File: config.mk
export PLATFORM = sky130hd
export DESIGN_NAME = dma_engine_flat
export DESIGN_NICKNAME = d
export VERILOG_FILES = /design/src/rtl/dma_engine_pkg.sv /design/src/rtl/dma_engine_if.sv /design/src/rtl/dma_engine.sv /design/src/flat_wrapper.sv
export SDC_FILE = /design/constraint.sdc
export NUM_CORES = 1
export LEC_CHECK = 0
export CORE_MARGIN = 10
export CORE_UTILIZATION = 47
export DETAILED_ROUTE_END_ITERATION = 8
export PLACE_DENSITY = 0.79
export SLEW_MARGIN = 20
export SYNTH_ARGS = -nofsm -noshare
export SYNTH_HDL_FRONTEND = slang
export SYNTH_SLANG_ARGS = --single-unit
File: constraint.sdc
create_clock -name clk -period 6.1 [get_ports clk]
set_input_delay 1.22 -clock clk [delete_from_list [all_inputs] [get_ports clk]]
set_output_delay 1.22 -clock clk [all_outputs]
set_load 0.01 [all_outputs]
File: src/rtl/dma_engine_pkg.sv
// Shared constants and state encoding for the device-side DMA engine.
// Default address/length/burst match what the CPU-side DMA manager issues.
package dma_engine_pkg;

  localparam int          DMA_WORD_SIZE = 16;
  localparam logic [15:0] DMA_ADDRESS   = 16'h01f4;
  localparam int          DMA_LENGTH    = 12;
  localparam int          DMA_BURST     = 4;

  typedef enum logic [2:0] {
    ST_IDLE    = 3'd0,
    ST_REQ     = 3'd1,
    ST_XFER    = 3'd2,
    ST_GAP     = 3'd3,
    ST_RELEASE = 3'd4,
    ST_DONE    = 3'd5
  } dma_state_e;

  // Counter width able to hold 0..n-1, never narrower than one bit.
  function automatic int unsigned cnt_width(input int unsigned n);
    return (n < 2) ? 1 : $clog2(n);
  endfunction

endpackage

File: src/rtl/dma_engine_if.sv
// Command, bus-arbitration, device-buffer and memory-write signals of the DMA engine.
// master = the engine itself, slave = manager/memory/device side.
interface dma_engine_if #(
  parameter int WIDTH = 16
);

  logic             cmd_valid;
  logic [WIDTH-1:0] cmd_addr;
  logic             bus_request;
  logic             bus_grant;
  logic             dma_end;
  logic             busy;
  logic [7:0]       dev_rd_idx;
  logic [WIDTH-1:0] dev_rd_data;
  logic             mem_write;
  logic [WIDTH-1:0] mem_addr;
  logic [WIDTH-1:0] mem_wdata;
  logic             mem_ready;

  modport master (
    input  cmd_valid, cmd_addr, bus_grant, dev_rd_data, mem_ready,
    output bus_request, dma_end, busy, dev_rd_idx, mem_write, mem_addr, mem_wdata
  );

  modport slave (
    output cmd_valid, cmd_addr, bus_grant, dev_rd_data, mem_ready,
    input  bus_request, dma_end, busy, dev_rd_idx, mem_write, mem_addr, mem_wdata
  );

endinterface

File: src/rtl/dma_engine.sv
// Device-side DMA engine: requests the bus and writes LENGTH device-buffer words
// to memory in bursts of BURST, then releases the bus and pulses dma_end.
//
// state      | meaning
// -----------+-----------------------------------------------------------
// ST_IDLE    | waiting for cmd_valid; all outputs quiet
// ST_REQ     | bus_request high, waiting for bus_grant
// ST_XFER    | writing words; mem_write follows bus_grant
// ST_GAP     | one idle cycle between bursts (mem_write=0)
// ST_RELEASE | bus_request dropped, waiting for bus_grant to fall
// ST_DONE    | dma_end pulse, back to ST_IDLE
module dma_engine
  import dma_engine_pkg::*;
#(
  parameter int WORD_SIZE = DMA_WORD_SIZE,
  parameter int LENGTH    = DMA_LENGTH,
  parameter int BURST     = DMA_BURST
) (
  input logic          clk,
  input logic          reset,
  dma_engine_if.master bus
);

  localparam int unsigned       BW         = cnt_width(BURST);
  localparam logic [7:0]        LAST_IDX   = 8'(LENGTH - 1);
  localparam logic [BW-1:0]     BURST_LAST = BW'(BURST - 1);

  dma_state_e           state_q;
  logic [WORD_SIZE-1:0] base_q;
  logic [WORD_SIZE-1:0] addr_q;
  logic [7:0]           idx_q;
  logic [BW-1:0]        burst_q;
  logic                 bus_req_q;
  logic                 busy_q;
  logic                 dma_end_q;
  logic                 wr_en_q;

  logic                 mem_write;
  logic                 accept;
  logic [7:0]           idx_d;
  logic [WORD_SIZE-1:0] addr_d;

  assign mem_write = wr_en_q & bus_req_q & bus.bus_grant;
  assign accept    = mem_write & bus.mem_ready;
  assign idx_d     = idx_q + 8'd1;
  // Address is recomputed from the base so it wraps cleanly modulo 2^WORD_SIZE.
  assign addr_d    = base_q + WORD_SIZE'(idx_d);

  always_ff @(posedge clk) begin
    if (reset) begin
      state_q   <= ST_IDLE;
      base_q    <= '0;
      addr_q    <= '0;
      idx_q     <= '0;
      burst_q   <= '0;
      bus_req_q <= 1'b0;
      busy_q    <= 1'b0;
      dma_end_q <= 1'b0;
      wr_en_q   <= 1'b0;
    end else begin
      dma_end_q <= 1'b0;
      case (state_q)
        ST_IDLE: begin
          if (bus.cmd_valid) begin
            base_q    <= bus.cmd_addr;
            addr_q    <= bus.cmd_addr;
            idx_q     <= '0;
            burst_q   <= '0;
            busy_q    <= 1'b1;
            bus_req_q <= 1'b1;
            state_q   <= ST_REQ;
          end
        end
        ST_REQ: begin
          if (bus.bus_grant) begin
            wr_en_q <= 1'b1;
            state_q <= ST_XFER;
          end
        end
        ST_XFER: begin
          // Without an accept (stall or grant loss) address and index simply hold.
          if (accept) begin
            idx_q  <= idx_d;
            addr_q <= addr_d;
            if (idx_q == LAST_IDX) begin
              wr_en_q   <= 1'b0;
              bus_req_q <= 1'b0;
              state_q   <= ST_RELEASE;
            end else if (burst_q == BURST_LAST) begin
              burst_q <= '0;
              wr_en_q <= 1'b0;
              state_q <= ST_GAP;
            end else begin
              burst_q <= burst_q + 1'b1;
            end
          end
        end
        ST_GAP: begin
          wr_en_q <= 1'b1;
          state_q <= ST_XFER;
        end
        ST_RELEASE: begin
          if (!bus.bus_grant) begin
            busy_q    <= 1'b0;
            dma_end_q <= 1'b1;
            state_q   <= ST_DONE;
          end
        end
        ST_DONE: begin
          state_q <= ST_IDLE;
        end
        default: begin
          state_q   <= ST_IDLE;
          wr_en_q   <= 1'b0;
          bus_req_q <= 1'b0;
          busy_q    <= 1'b0;
        end
      endcase
    end
  end

  assign bus.bus_request = bus_req_q;
  assign bus.dma_end     = dma_end_q;
  assign bus.busy        = busy_q;
  assign bus.dev_rd_idx  = idx_q;
  assign bus.mem_write   = mem_write;
  assign bus.mem_addr    = addr_q;
  assign bus.mem_wdata   = bus.dev_rd_data;

endmodule

File: src/flat_wrapper.sv
// flat-port wrapper written by rule: the top's interface ports become plain ports
module dma_engine_flat import dma_engine_pkg::*;
#(
  parameter int WORD_SIZE = DMA_WORD_SIZE,
  parameter int LENGTH    = DMA_LENGTH,
  parameter int BURST     = DMA_BURST
)
  (clk, reset, bus_cmd_valid, bus_cmd_addr, bus_bus_grant, bus_dev_rd_data, bus_mem_ready, bus_bus_request, bus_dma_end, bus_busy, bus_dev_rd_idx, bus_mem_write, bus_mem_addr, bus_mem_wdata);
  dma_engine_if #(.WIDTH(DMA_WORD_SIZE)) bus_i ();
  input logic clk;
  input logic reset;
  input wire logic [$bits(bus_i.cmd_valid)-1:0] bus_cmd_valid;
  input wire logic [$bits(bus_i.cmd_addr)-1:0] bus_cmd_addr;
  input wire logic [$bits(bus_i.bus_grant)-1:0] bus_bus_grant;
  input wire logic [$bits(bus_i.dev_rd_data)-1:0] bus_dev_rd_data;
  input wire logic [$bits(bus_i.mem_ready)-1:0] bus_mem_ready;
  output wire logic [$bits(bus_i.bus_request)-1:0] bus_bus_request;
  output wire logic [$bits(bus_i.dma_end)-1:0] bus_dma_end;
  output wire logic [$bits(bus_i.busy)-1:0] bus_busy;
  output wire logic [$bits(bus_i.dev_rd_idx)-1:0] bus_dev_rd_idx;
  output wire logic [$bits(bus_i.mem_write)-1:0] bus_mem_write;
  output wire logic [$bits(bus_i.mem_addr)-1:0] bus_mem_addr;
  output wire logic [$bits(bus_i.mem_wdata)-1:0] bus_mem_wdata;
  assign bus_i.cmd_valid = bus_cmd_valid;
  assign bus_i.cmd_addr = bus_cmd_addr;
  assign bus_i.bus_grant = bus_bus_grant;
  assign bus_i.dev_rd_data = bus_dev_rd_data;
  assign bus_i.mem_ready = bus_mem_ready;
  assign bus_bus_request = bus_i.bus_request;
  assign bus_dma_end = bus_i.dma_end;
  assign bus_busy = bus_i.busy;
  assign bus_dev_rd_idx = bus_i.dev_rd_idx;
  assign bus_mem_write = bus_i.mem_write;
  assign bus_mem_addr = bus_i.mem_addr;
  assign bus_mem_wdata = bus_i.mem_wdata;
  dma_engine #(.WORD_SIZE(WORD_SIZE), .LENGTH(LENGTH), .BURST(BURST)) u_core (.clk(clk), .reset(reset), .bus(bus_i));
endmodule
Word-level counts from Yosys, hierarchy flattened
Index checks and enable logic that the tools add are counted.
Widths: inputs -> output; s select.

operators by class
  $add $sub $neg = 3
  reductions and logical operators = 13
  eq/ne operators = 14
  muxes and demuxes = 30
  bitwise operators = 7

operators with widths
  cell                 number
  $mux 16              2
  $pmux 16 s2          1
  $mux 3               6
  $add 16x8->16        1
  $mux 8               2
  $pmux 8 s2           1
  $pmux 3 s5           1
  $reduce_and 4->1     3
  $mux 1               9
  $add 8x1->8 const B  1
  $eq 8x4->1 const B   1
  $mux 2               4
  $ne 2x2->1 const B   4
  $reduce_or 4->1      2
  $eq 3x2->1 const B   2
  $eq 3x3->1 const B   2
  $pmux 1 s3           2
  $reduce_and 3->1     2
  $reduce_and 5->1     1
  $ne 2x1->1 const B   2
  $not 1->1            4
  $pmux 1 s4           1
  $pmux 2 s2           1
  $and 1x1->1          3
  9 further kinds      9

word-level totals
  bits of input ports = 37
  output and inout bits = 44
  flip-flop bits (word level) = 49
  word-level logic and storage cells = 76

Longest topological paths before layout
Gate-level depths: netlist (run 1).

  word-level depth = 5
  depth in mapped cells = 11
  depth with buffers taken out = 11

Worst setup path before layout (run 1)
OpenSTA, ideal clock, no wires.

  path kind = input to output
  start point = in bus_bus_grant
  end point = out bus_mem_write
  setup slack = 3310 ps
  data required time = 4880 ps
  stages on the path = 2
  buffers on the path = 1
  arrival time = 1570 ps
  cells stage by stage = buf_2 -> and3_1

on the way
  cells in the longest elaborated chain, start to end = 1

ends and longest elaborated chain
  item             RTL line            text
  start, declared  flat_wrapper.sv:14  input wire logic [$bits(bus_i.bus_grant)-1:0] bus_bus_grant;
  $and 1x1->1      dma_engine.sv:43    assign mem_write = wr_en_q & bus_req_q & bus.bus_grant;
  end, declared    flat_wrapper.sv:21  output wire logic [$bits(bus_i.mem_write)-1:0] bus_mem_write;

Every way passes these cells.

Worst setup path in the final report (run 1)
Ends and elaborated chain as after synthesis.

==> results of run 1 <==
## stage by stage
stage | util | std cells | power, W
4_1_cts | 0.5677 | 466 | 0.001192
3_3_place_gp | 0.5482 | 458 | 0.0009352
6_report | 0.5677 | 466 | 0.001188
3_5_place_dp | 0.5482 | 458 | 0.0009493
5_1_grt | 0.5677 | 466 | 0.001274
2_1_floorplan | - | 368 | 0.0008062
## per-layer routing
layer | track usage | wire [um] | up-vias
met5 | 0 | 0 | -
met4 | 0.06395 | 184 | 0
met3 | 0.05447 | 656 | 22
met2 | 0.2350 | 3267 | 103
met1 | 0.1870 | 3331 | 1206
li1 | - | - | 1323
## flip-flops by register name, indices dropped and copies added (netlist names)
| signal | cells |
|---|---|
| u_core.base_q | 16 |
| u_core.burst_q | 2 |
| u_core.bus.bus_request | 1 |
| u_core.bus.busy | 1 |
| u_core.bus.dev_rd_idx | 8 |
| u_core.bus.dma_end | 1 |
| u_core.bus.mem_addr | 16 |
| u_core.state_q | 3 |
| u_core.wr_en_q | 1 |
## area by class of cell
type                       instances  area, um^2  share of cell area
timing repair buffer              50       495.5              0.1457
clock inverter                     1       30.03            0.008830
inverter                           7       26.28            0.007726
tap                               75       93.84             0.02759
sequential                        49       980.9              0.2884
clock buffer                       7       86.33             0.02539
multi-input combinational        277        1688              0.4963
## where the power goes
group / switching, W / total, W / leakage (nW) / internal, W
clock network: 0.000110 / 0.000244 / 0.0585 / 0.000134
logic: 0.000266 / 0.000476 / 0.887 / 0.000210
registers: 0.0000814 / 0.000468 / 0.401 / 0.000387
## cells in the final DEF (no fill, tap or decap), types with 5 or more instances in the layout
cell	Yosys	routed
ha_1	11	11
inv_1	7	7
a21oi_1	47	47
nand2_1	56	56
o21ai_0	10	10
xor2_1	7	7
and3_1	6	6
nand3_1	6	6
clkdlybuf4s50_1	0	48
dfxtp_1	49	49
xnor2_1	11	11
nand2b_1	5	5
o211ai_1	5	5
nor2_1	45	45
clkbuf_8	0	6
## kinds of logic after synthesis
kind of cell	after synthesis
simple gates	146
compound gates	101
flops	49
buf+inv	42
xor+xnor	18
fa+ha+maj	12
## path summary, 6_finish.rpt
kind                                               from  cells after the start                              endpoint  slack, ps
setup reg to reg  u_core.bus.dev_rd_idx[2]$_SDFFE_PP0P_                     10  u_core.bus.mem_addr[13]$_SDFFE_PP0P_       3150
hold reg to reg           u_core.base_q[3]$_SDFFE_PP0P_                      2         u_core.base_q[3]$_SDFFE_PP0P_        460
hold / removal            u_core.base_q[3]$_SDFFE_PP0P_                      2         u_core.base_q[3]$_SDFFE_PP0P_        460
setup / recovery                          bus_bus_grant                      3                         bus_mem_write       2300
## worst max-delay path: stages
cell	delay (ps)
clkdlybuf4s50_1	620
and3_1	200
clkdlybuf4s50_1	540
==> results.cfg, run 1 <==
[outcome]
status = finished, final reports clean

[yosys]
yosysMostFrequentCell = nand2_1
synth_flop_cell = dfxtp_1
ys_top_cells_by_area = dfxtp_1, a21oi_1, nand2_1
synthCells = 368
synth_top_cells_by_count = nand2_1, dfxtp_1, a21oi_1
yosysTopAreaCellShare = 0.3353
ys.warnings.count = 0
synth.mux.area_fraction = 0
syn_nets = 417
synthXorXnorAreaFrac = 0.05389
synthArstFlopShare = 0
ys_seq_area_frac = 0.3353
synth_fa_ha_area_frac = 0.05389
synth_top_family_by_area = simple AND/OR/NAND/NOR gates
synthSimpleGateAreaFrac = 0.2438
syn_avg_cell_area_um2 = 7.949
synth-compound-area-share = 0.2254
yosysTopAreaCell = dfxtp_1
syn_area_um2 = 2925
ys_seq_elements = 49
synth_edf_count = 0
synth_cell_type_count = 56

[cells_and_area]
finalNetCount = 439
antenna_cells = 0
drive_above_1_share = 0.05627
areaGrowthSynthToFinish_pct = 16.25
stdcell_area_um2 = 3401
nFillCells = 558

[sta]
finalCritPeriodShare = 0.6233
hold_violations = 0
fin_setup_tns_ps = 0
whs_ps = 464.8
setup_ws_ps = 2298
worstMarginPinSlew_ps = 901.7
fmax_ghz = 0.2630
min_period_ps = 3802
setup-violations-final = 0
fin_skew_ps = 4.574
slew_headroom = 0.3971
rsz0062_at_grt = false
slew_viol_final = 0

[placed_design]
place_area_um2 = 3284
portBuffers = 48
dp_hpwl_um = 5351
gp_congestion = 0.8570
dp_slack_ps = 2294

[drt]
antenna_left = 0
vias_per_cell = 5.695
via_count = 2654
initialDrtViolationCount = 142
wl_per_cell_um = 15.97
first_pass_iters = 4
drt-total-wl_um = 7440
drc = 0

[clock_network]
cts_setup_buffers = 0
ctsResizeCount = 0
cts_tree = done
clock-root-buffer = clkbuf_8
cts_buffer_depth = 2
clk_pin_slew_ps = 90
cts.sinks = 49
clkLatencyLatePin_ps = 310
hold_buffers = 0
cts_buffers = 5
htree_levels = 2

[die]
row_count = 28
ios = 81
dieHeight_um = 98.89
die_x_um = 98.89
fp.coreArea_um2 = 5991
die_area_um2 = 9779
initial_core_util = 0.4883

[pwr]
max-vdd-ir-drop_mv = 0.1617
p_per_area_nw_per_um2 = 349.2
leakagePower_nw = 1.347

[setup_path]
cp_max_fo = 9
cp_data_arrival_time_ps = 2580
critPathKind = input port to output port
end_kind = output port
critPathRequiredTime_ps = 4880
critPathLaunchType = input port

[grt]
antenna_found_initial = 0
grt_max_degree = 48
grt_usage = 0.1524
grt_pass1_vias = 2628
globalRouteOverflowTotal = 0
grt_pass1_wl_um = 12590

[min_path]
hold_class = register to register

[flow_run]
maxCapViolCount = 0
No activity file was read; power rests on OpenSTA's default activity.
==> run 2: changes to the inputs <==
Settings changed: CORE_UTILIZATION 47 to 44, PLACE_DENSITY 0.79 to 0.77.
Clock period 6.1 ns to 3.3 ns, I/O delays scaled along.
==> run 2 against run 1 <==
  * Sequential power grew 80%
  * Clock power grew 62%
  * Via count shrank 1.4%
  * Clock-buffer cell count is the same
  * Non-clock buffer count grew 7
  * Total power grew 83%
  * Setup slack lost 1800 ps
  * Critical path depth grew 7
  * Cell area grew 1.2%
  * Wire length grew 1.4%
==> results.cfg, run 2 (same netlist as run 1, synthesis figures left out) <==
[drt]
drc = 0
initialDrtViolationCount = 195
via_count = 2618
first_pass_iters = 4
drt-total-wl_um = 7546
antenna_left = 0
vias_per_cell = 5.512
wl_per_cell_um = 15.89

[die]
initial_core_util = 0.4581
die_area_um2 = 10310
dieHeight_um = 101.5
fp.coreArea_um2 = 6386
row_count = 29
ios = 81
die_x_um = 101.5

[grt]
grt_pass1_wl_um = 12540
globalRouteOverflowTotal = 0
grt.busiest_layer = met2
grt_usage = 0.1480
met3_usage = 0.04833
antenna_found_initial = 0
grtUsageMet2 = 0.2407
met1_usage = 0.1804
grt_max_degree = 27
grt_pass1_vias = 2527

[clock_network]
cts_buffers = 5
clkLatencyLatePin_ps = 310
cts_tree = done
cts_buffer_depth = 2
cts.sinks = 49
htree_levels = 2
hold_buffers = 0
ctsResizeCount = 0
clock-root-buffer = clkbuf_8
cts_setup_buffers = 0
clk_pin_slew_ps = 90

[sta]
fin_setup_tns_ps = 0
min_period_ps = 2838
whs_ps = 469.9
setup-violations-final = 0
fmax_ghz = 0.3523
finalCritPeriodShare = 0.8601
slew_viol_final = 0
worstMarginPinSlew_ps = 707.9
fin_skew_ps = 6.345
slew_headroom = 0.5275
rsz0062_at_grt = false
hold_violations = 0

[cells_and_area]
drive_above_1_share = 0.07538
regArea_um2 = 980.9
finalNetCount = 446
areaGrowthSynthToFinish_pct = 17.62
multiInputGateArea_um2 = 1688
final_common_cell = nand2_1
antenna_cells = 0
nFillCells = 585
layout_common_cells = nand2_1, dfxtp_1, clkdlybuf4s50_1
final_core_util = 0.5388

[placed_design]
gp_congestion = 0.9384
dp_hpwl_um = 5590
portBuffers = 48

[setup_path]
crit_chain = and3_1 > and3_1 > nand3_1 > xnor2_1 > ha_1 > nand4_1 > a21oi_1 > o211ai_1 > xor2_1 > a2111oi_2
critPathRequiredTime_ps = 3510
critPathLaunchType = register
crit_path_frequent_cell = and3_1
cp_data_arrival_time_ps = 3050
cpMaxStageDelayCell = dfxtp_1
cp.depth = 10
cp_max_fo = 8
end_kind = register
ff2ff_path_depth = 10
critPathKind = register to register
cpPeakStageDelay_ps = 450
crit_buf_inv = 0
critical-path-top-delay-family = compound AO/OA/AOI/OAI gates

[outcome]
status = finished, final reports clean

[pwr]
leakagePower_nw = 1.377
p_per_area_nw_per_um2 = 632.6
max-vdd-ir-drop_mv = 0.2664
power.total_w = 0.002177

[min_path]
holdPathStages = 2
hold_class = register to register

[flow_run]
maxCapViolCount = 0
==> run 2: power by group <==
part	internal (W)	total, W	switching [W]
combinational	0.000417	0.000938	0.000522
sequential	0.000715	0.000843	0.000129
clock	0.000190	0.000395	0.000205
total	0.00132	0.00218	0.000855
==> run 2: tightest hold or removal path: stages (launching register included) <==
cell and delay (ps):
dfxtp_1 320, nand2_1 50, a21oi_1 50
==> run 2: cell type report <==
type,count,area share
Clock buffer,7,0.02800
Clock inverter,1,0.001455
Timing Repair Buffer,57,0.1593
Tap cell,77,0.02800
Sequential cell,49,0.2851
Inverter,7,0.007636
Multi-Input combinational cell,277,0.4905
==> run 2: routing by layer <==
| metal | vias to the layer above | share of wire |
|---|---|---|
| met5 | - | 0 |
| li1 | 1332 | - |
| met4 | 0 | 0.011 |
| met3 | 6 | 0.074 |
| met1 | 1209 | 0.45 |
| met2 | 71 | 0.47 |
==> run 2: metrics by stage <==
| stage | cells | cell area (um^2) | setup slack [ps] |
|---|---|---|---|
| CTS | 475 | 3441 | 496.7 |
| finish | 475 | 3441 | 461.8 |
| floorplan | 368 | 2925 | 706.6 |
| global placement | 467 | 3339 | 613.8 |
| detailed placement | 467 | 3339 | 536.7 |
| global route | 475 | 3441 | 186.1 |
==> run 2: path summary, 6_finish.rpt <==
path	startpoint	endpoint	slack, ps
worst max-delay path	u_core.bus.dev_rd_idx[2]$_SDFFE_PP0P_	u_core.bus.mem_addr[13]$_SDFFE_PP0P_	460
worst min-delay path	u_core.base_q[3]$_SDFFE_PP0P_	u_core.base_q[3]$_SDFFE_PP0P_	470
worst max register to register	u_core.bus.dev_rd_idx[2]$_SDFFE_PP0P_	u_core.bus.mem_addr[13]$_SDFFE_PP0P_	460
worst min register to register	u_core.base_q[3]$_SDFFE_PP0P_	u_core.base_q[3]$_SDFFE_PP0P_	470
